### src/rtl/ifft_pkg.sv
// Shared constants and state type for the 32-point IFFT twiddle sequencer.
package ifft_pkg;

   localparam int FFT_LOG2N    = 5;
   localparam int N_BFLY       = 16;
   localparam int STAGE_W      = 3;
   localparam int BFLY_W       = 4;
   localparam int TW_W_DFLT    = 7;
   localparam int MUL_LAT_DFLT = 2;

   typedef enum logic [1:0] {
      IDLE  = 2'd0,
      RUN   = 2'd1,
      DRAIN = 2'd2
   } sched_state_e;

endpackage

### src/rtl/tw_index_gen.sv
// Twiddle exponent for a radix-2 DIF butterfly: k = (bfly mod 2^(LOG2N-1-stage)) << stage.
module tw_index_gen
   import ifft_pkg::*;
#(
   parameter int LOG2N = FFT_LOG2N,
   parameter int TW_W  = TW_W_DFLT
) (
   input  logic [STAGE_W-1:0] stage,
   input  logic [BFLY_W-1:0]  bfly,
   output logic [TW_W-1:0]    k
);

   logic [BFLY_W-1:0] mask_s;
   logic [BFLY_W-1:0] m_s;

   // The modulo by a power of two is a mask that shrinks by one bit per stage.
   always_comb begin
      mask_s = BFLY_W'((1 << (LOG2N - 1)) - 1) >> stage;
      m_s    = bfly & mask_s;
      k      = TW_W'(m_s) << stage;
   end

endmodule

### src/rtl/ifft_tw_sched.sv
// Issue sequencer for the shared IFFT complex multiplier; optional macro
// TW_TRIVIAL_BYPASS_EN adds a mul_bypass flag for W^0 butterflies.
module ifft_tw_sched
   import ifft_pkg::*;
#(
   parameter int LOG2N   = FFT_LOG2N,
   parameter int TW_W    = TW_W_DFLT,
   parameter int MUL_LAT = MUL_LAT_DFLT
) (
   input  logic               clk,
   input  logic               rst,
   input  logic               start,
   input  logic               stall,
   output logic               busy,
   output logic               mul_en,
   output logic [TW_W-1:0]    twsel,
   output logic [STAGE_W-1:0] stage,
   output logic [BFLY_W-1:0]  bfly,
   output logic               out_valid,
   output logic               out_last,
   output logic               done
`ifdef TW_TRIVIAL_BYPASS_EN
   ,
   output logic               mul_bypass
`endif
);

   localparam logic [STAGE_W-1:0] LAST_STAGE = STAGE_W'(LOG2N - 1);
   localparam logic [BFLY_W-1:0]  LAST_BFLY  = BFLY_W'((1 << (LOG2N - 1)) - 1);

   sched_state_e       state_r;
   sched_state_e       state_nx;
   logic [STAGE_W-1:0] stage_nx;
   logic [BFLY_W-1:0]  bfly_nx;
   logic               issue_nx;
   logic               last_issue_s;
   logic [TW_W-1:0]    k_nx;
   logic [MUL_LAT-1:0] vld_pipe_r;
   logic [MUL_LAT-1:0] last_pipe_r;

   // The butterfly on the outputs right now is the final one of the frame.
   assign last_issue_s = mul_en && (stage == LAST_STAGE) && (bfly == LAST_BFLY);

   tw_index_gen #(
      .LOG2N (LOG2N),
      .TW_W  (TW_W)
   ) u_tw_index_gen (
      .stage (stage_nx),
      .bfly  (bfly_nx),
      .k     (k_nx)
   );

   // FSM state register.
   always_ff @(posedge clk or negedge rst) begin
      if (!rst) begin
         state_r <= IDLE;
      end else begin
         state_r <= state_nx;
      end
   end

   // Next state and next issue position; a stalled position was already issued, so resume advances past it.
   always_comb begin
      state_nx = state_r;
      issue_nx = 1'b0;
      stage_nx = stage;
      bfly_nx  = bfly;
      case (state_r)
         IDLE: begin
            if (start) begin
               state_nx = RUN;
               issue_nx = 1'b1;
               stage_nx = {STAGE_W{1'b0}};
               bfly_nx  = {BFLY_W{1'b0}};
            end else begin
               state_nx = IDLE;
            end
         end
         RUN: begin
            if (last_issue_s) begin
               state_nx = DRAIN;
            end else if (stall) begin
               issue_nx = 1'b0;
            end else begin
               issue_nx = 1'b1;
               if (bfly == LAST_BFLY) begin
                  bfly_nx  = {BFLY_W{1'b0}};
                  stage_nx = stage + STAGE_W'(1);
               end else begin
                  bfly_nx  = bfly + BFLY_W'(1);
               end
            end
         end
         DRAIN: begin
            if (last_pipe_r[MUL_LAT-1]) begin
               state_nx = IDLE;
            end else begin
               state_nx = DRAIN;
            end
         end
         default: begin
            state_nx = IDLE;
         end
      endcase
   end

   // Issue outputs and the multiplier valid/last shadow pipeline.
   always_ff @(posedge clk or negedge rst) begin
      if (!rst) begin
         busy        <= 1'b0;
         mul_en      <= 1'b0;
         twsel       <= {TW_W{1'b0}};
         stage       <= {STAGE_W{1'b0}};
         bfly        <= {BFLY_W{1'b0}};
         vld_pipe_r  <= {MUL_LAT{1'b0}};
         last_pipe_r <= {MUL_LAT{1'b0}};
      end else begin
         busy           <= (state_nx != IDLE);
         mul_en         <= issue_nx;
         twsel          <= k_nx;
         stage          <= stage_nx;
         bfly           <= bfly_nx;
         vld_pipe_r[0]  <= mul_en;
         last_pipe_r[0] <= last_issue_s;
         for (int i = 1; i < MUL_LAT; i++) begin
            vld_pipe_r[i]  <= vld_pipe_r[i-1];
            last_pipe_r[i] <= last_pipe_r[i-1];
         end
      end
   end

   assign out_valid = vld_pipe_r[MUL_LAT-1];
   assign out_last  = last_pipe_r[MUL_LAT-1];
   assign done      = last_pipe_r[MUL_LAT-1];

`ifdef TW_TRIVIAL_BYPASS_EN
   // W^0 needs no multiply; flag it alongside the issue so the datapath can route around commul.
   always_ff @(posedge clk or negedge rst) begin
      if (!rst) begin
         mul_bypass <= 1'b0;
      end else begin
         mul_bypass <= issue_nx && (k_nx == {TW_W{1'b0}});
      end
   end
`endif

endmodule
### config.mk
export PLATFORM = sky130hd
export DESIGN_NAME = ifft_tw_sched
export DESIGN_NICKNAME = d
export VERILOG_FILES = /design/src/rtl/ifft_pkg.sv /design/src/rtl/tw_index_gen.sv /design/src/rtl/ifft_tw_sched.sv
export SDC_FILE = /design/constraint.sdc
export NUM_CORES = 1
export LEC_CHECK = 0
export BUFFER_PORTS_ARGS = -buffer_cell sky130_fd_sc_hd__buf_2
export CORE_AREA = 4 4 49 51
export DETAILED_ROUTE_END_ITERATION = 8
export DIE_AREA = 0 0 53 55
export PLACE_DENSITY_LB_ADDON = 0.25
export SLEW_MARGIN = 20
export SYNTH_ARGS = -nofsm -noshare
export SYNTH_HDL_FRONTEND = slang
export SYNTH_HIERARCHICAL = 1
export SYNTH_SLANG_ARGS = --single-unit
### constraint.sdc
create_clock -name clk -period 2.6 [get_ports clk]
set_input_delay 0.52 -clock clk [delete_from_list [all_inputs] [get_ports clk]]
set_output_delay 0.52 -clock clk [all_outputs]
set_load 0.02 [all_outputs]
# Word level (Yosys, flattened, before mapping)
# Cells that the tools add are included.
[word_totals] ff_bits=22 input_bits=4 out_inout_bits=19
[classes] n_reduce_logical=4 eq_ne=4 n_shift=2 add_sub_neg=2 mux=18 bitwise_logic=1
[ops] op="4-bit two-way mux" n=4
[ops] op="3-bit two-way mux" n=4
[ops] op="4-bit case mux with 2 select lines" n=1
[ops] op="4-bit by 3-bit << shifter with 7-bit output" n=1
[ops] op="2-bit case mux with 3 select lines" n=1
[ops] op="3-bit case mux with 2 select lines" n=1
[ops] op="4-bit by 1-bit adder with 4-bit output (second input constant)" n=1
[ops] op="4-bit AND" n=1
[ops] op="4-bit == test (second input constant)" n=1
[ops] op="1-bit two-way mux" n=4
[ops] op="2-bit two-way mux" n=2
[ops] op="4-bit by 3-bit >> shifter with 4-bit output (first input constant)" n=1
[ops] op="3-bit by 1-bit adder with 3-bit output (second input constant)" n=1
[ops] op="3-bit == test (second input constant)" n=1
[ops] op="2-bit by 1-bit == test with 1-bit output (second input constant)" n=1
[ops] op="2-bit == test (second input constant)" n=1
[ops] op="1-bit logical AND" n=2
[ops] op="2-bit logical NOT" n=1
[ops] op="1-bit case mux with 2 select lines" n=1
[ops] op="2-bit nonzero test" n=1

# Depth between registers and ports, before layout
[logic_depth] depth_word=8 depth_mapped=9

# Cells and area by module
# The synthesis kept the hierarchy.
[by_module_without_submodules] module="ifft_tw_sched" instances=1 seq_area_each_um2=550.5 cells_per_inst=73 area_per_inst_um2=888.4
[by_module_without_submodules] module="tw_index_gen" instances=1 seq_area_each_um2=0.0 cells_per_inst=14 area_per_inst_um2=95.1

# Worst setup path after synthesis
# No wires, ideal clock.
[synth_path] path_type="reg2reg" start="register bfly[0]" end="register twsel[2]" synth_period_minus_slack_ns=2.102 t_required_ns=2.444 t_arrival_ns=1.946 path_slack_ns=0.498 setup_ns=0.156 stages_incl_launch_ff=8 cell_sequence="dfrtp_1 > ha_1 > and4b_2 > nand4_1 > o21ai_0 > nor2b_1 > a211oi_1 > a211oi_1"
[synth_between] elab_chain_cells=8 elab_cells_between_ends=15
[synth_rtl] element="start, declared" line_no="ifft_tw_sched.sv:18" text="output logic [BFLY_W-1:0] bfly,"
[synth_rtl] element="start signal, assigned" line_no="ifft_tw_sched.sv:114" text="bfly <= {BFLY_W{1'b0}};"
[synth_rtl] element="start signal, assigned" line_no="ifft_tw_sched.sv:122" text="bfly <= bfly_nx;"
[synth_rtl] element="4-bit == test *" line_no="ifft_tw_sched.sv:42, ifft_tw_sched.sv:86"
[synth_rtl] element="3-bit two-way mux" line_no="ifft_tw_sched.sv:86" text="if (bfly == LAST_BFLY) begin"
[synth_rtl] element="3-bit two-way mux" line_no="ifft_tw_sched.sv:82" text="end else if (stall) begin"
[synth_rtl] element="3-bit two-way mux *" line_no="ifft_tw_sched.sv:80" text="if (last_issue_s) begin"
[synth_rtl] element="3-bit case mux with 2 select lines *" line_no="ifft_tw_sched.sv:68" text="case (state_r)"
[synth_rtl] element="net stage_nx[0]" line_no="ifft_tw_sched.sv:33" text="logic [STAGE_W-1:0] stage_nx;"
[synth_rtl] element="4-bit by 3-bit >> shifter with 4-bit output" line_no="tw_index_gen.sv:18" text="mask_s = BFLY_W'((1 << (LOG2N - 1)) - 1) >> stage;"
[synth_rtl] element="4-bit AND" line_no="tw_index_gen.sv:19" text="m_s = bfly & mask_s;"
[synth_rtl] element="4-bit by 3-bit << shifter with 7-bit output *" line_no="tw_index_gen.sv:20" text="k = TW_W'(m_s) << stage;"
[synth_rtl] element="net k_nx[2]" line_no="ifft_tw_sched.sv:37" text="logic [TW_W-1:0] k_nx;"
[synth_rtl] element="end signal, assigned" line_no="ifft_tw_sched.sv:112" text="twsel <= {TW_W{1'b0}};"
[synth_rtl] element="end signal, assigned" line_no="ifft_tw_sched.sv:120" text="twsel <= k_nx;"
[synth_rtl] element="end, declared" line_no="ifft_tw_sched.sv:16" text="output logic [TW_W-1:0] twsel,"
# Mark *: on every way through the listed nets, which the timed path passes. The rest lies on a longest branch.

# Final worst setup path
# Same ends and word-level chain as after synthesis.

==> run summary <==
Hold Crit Class: input port to asynchronous set/reset pin
NetSw: 0.426 mW
Worst path top cell family by delay: compound AO/OA/AOI/OAI gates
area grow syn2layout: 15.4%
Final Wtd Congestion: 0.776
Via density: 5.22
Setup TNS: 0 ps
Worst path max stage delay: 660 ps
Top FF cell, synth: dfrtp_1
Final nets: 120
Root Buffer: clkbuf_4
final worst-path cycle share: 0.801
initial antenna violation count: 0
Setup crit start kind: flop
slowest cell on the critical path: a211oi_1
HPWL Detailed: 1.47 mm
DR iter-0 viols: 8
global route overflow: 0
first-pass GRT wire length: 3.30 mm
Worst-Skew Late Latency: 300 ps
Sinks on Clock Net: 22
Worst VDD drop: 657 µV
buffers plus inverters on the worst setup path: 0
dpl cells: 135
worst-path fanout max: 5
Worst Path Arrival: 2240 ps
Tot GR Track Use: 0.161
Cell Area, Synth: 983 µm²
remaining antenna violation count after routing: 0
Final min period: 2080 ps
Cell Count, Final, Fillers Out: 138
RR Endpoint: twsel[2]
# fillers: 174
status: complete, no violations
area fraction of the dominant cell type after synthesis: 0.560
Final Hold Fails: 0
post-CTS setup repair buffer count: 0
Max Cap Viol: 0
Worst-path clk slew: 110 ps
share of layout cells above drive strength 1: 0.306
crit path cell chain: ha_1, and4b_2, and3_2, a211oi_1, a211oi_1
Reg power frac: 0.450
R2R cell count: 5
CTS max path bufs: 2
site row count: 16
Yosys warnings: 6
post-synth top area cell: dfrtp_1
power per cell area: 942 nW/µm²
Hold-fix buffers, CTS: 0
# setup viols final: 0
die area: 2920 µm²
worst-margin pin slew: 760 ps
most frequent cell after synthesis: dfrtp_1
post-CTS sizing: 0
Slew Viols, Final: 0
vias in the first global route: 746
Synth cell types: 31
Lkg Pwr: 0.541 nW
Critical Path RT: 2750 ps
Core Area: 1940 µm²
CP most frequent cell: a211oi_1
largest net degree at the start of global routing: 23
Clock power frac: 0.140
Mean Syn Cell Area: 11.3 µm²
r2r startpoint: bfly[0]
wire per inst: 13.6 µm
Multi-input gate area: 384 µm²
clk_skew: 2.09 ps
internal power: 0.643 mW
Die X: 53 µm
DRC: 0
drt pass-1 iters: 4
Slew HR: 0.490
CTS Buf Count: 3
Post-synth EDFFs: 0
initial core utilization: 0.506
sequential area share after synthesis: 0.560
unrepaired setup endpoints after global routing: no
final wirelength: 1.88 mm
Setup CP Type: flop to flop
Commonest cells post-synth: dfrtp_1, nand2_1, o21ai_0
I/O pin cnt: 23
Reg area: 551 µm²
die height: 55 µm
IO buf count: 22
r2r setup slk: 520 ps
combinational share of power: 0.410
Via Count: 721
Async S/R FF share, synth: 1.00
sw frac: 0.398
Diodes inserted: 0
critical path capture point type: flop
CTS tree: built
top post-synthesis cells by area: dfrtp_1, a211oi_1, buf_4, ha_1, o21ai_0
# H-tree levels: 1
synthesized netlist cell count: 87
fmax: 480 MHz
flops & latches, synth: 22
-- how the worst max path moves through the flow --
stage	start	end	slack (ps)	cells past startpoint
4_1_cts	bfly[0]	twsel[0]	550	5
3_5_place_dp	stall	twsel[3]	540	8
5_1_grt	bfly[0]	twsel[2]	350	9
3_3_place_gp	stall	twsel[3]	620	8
2_1_floorplan	bfly[0]	twsel[2]	500	7
6_report	bfly[0]	twsel[2]	520	5
-- registers in the layout, indices dropped and copies added (netlist names) --
signal       cells
state_r          2
last_pipe_r      2
bfly             4
vld_pipe_r       2
stage            3
busy             1
twsel            7
mul_en           1
-- cell families after synthesis --
| logic type | Yosys count | share of synthesized area |
|---|---|---|
| buffers and inverters | 10 | 0.0573 |
| DFF | 22 | 0.560 |
| muxes | 2 | 0.0204 |
| and+or+nand+nor | 31 | 0.209 |
| adders and majority gates | 3 | 0.0382 |
| AOI/OAI and AO/OA | 18 | 0.112 |
| other | 1 | 0.00381 |
-- power by group through the flow --
stage	clock network [mW]	logic [mW]	registers (mW)
finish	0.149	0.439	0.481
floorplan	0	0.199	0.577
global placement	0	0.431	0.483
global route	0.171	0.495	0.496
detailed placement	0	0.446	0.488
CTS	0.154	0.448	0.481
-- cell type report --
class	count	area share
Tap cell	27	0.0298
Clock buffer	3	0.0198
Sequential cell	22	0.485
Multi-Input combinational cell	57	0.338
Inverter	5	0.0165
Timing Repair Buffer	24	0.110
-- layout by cell type (no fill, tap or decap) --
cell,count
dfrtp_1,22
buf_2,22
nand2_1,6
o21ai_0,6
inv_1,5
a21oi_1,5
a211oi_1,5
nor2_1,4
ha_1,3
clkbuf_4,3
conb_1,3
nand3_1,2
mux2i_1,2
buf_4,2
nor2b_1,2
nor3_1,2
nand3_4,1
nand3_2,1
nor2_4,1
and4b_2,1
nand4_1,1
nand2b_2,1
nand4b_1,1
nor3b_1,1
or3_4,1
or3_1,1
and3_2,1
and2_1,1
nor4b_1,1
a31o_1,1
and2b_1,1
a311oi_1,1
nand2b_1,1
-- metal layers --
metal  track usage  vias up  part of all wire
met2         0.271       23              0.51
met4        0.0894        0             0.017
met3        0.0402        5             0.063
met5             0        -                 0
li1              -      348                 -
met1         0.188      345              0.41
-- metrics by stage --
stage	instance area, µm²	hold slack, ps	worst slack, ps	power [mW]	utilization
after detailed placement	1110	341	540	0.934	0.573
after global placement	1110	333	621	0.915	0.573
after CTS	1130	175	546	1.08	0.584
after floorplan	991	224	498	0.776	-
after global routing	1130	182	345	1.16	0.584
final	1130	155	517	1.07	0.584
Power figures use the tool's default switching activity.
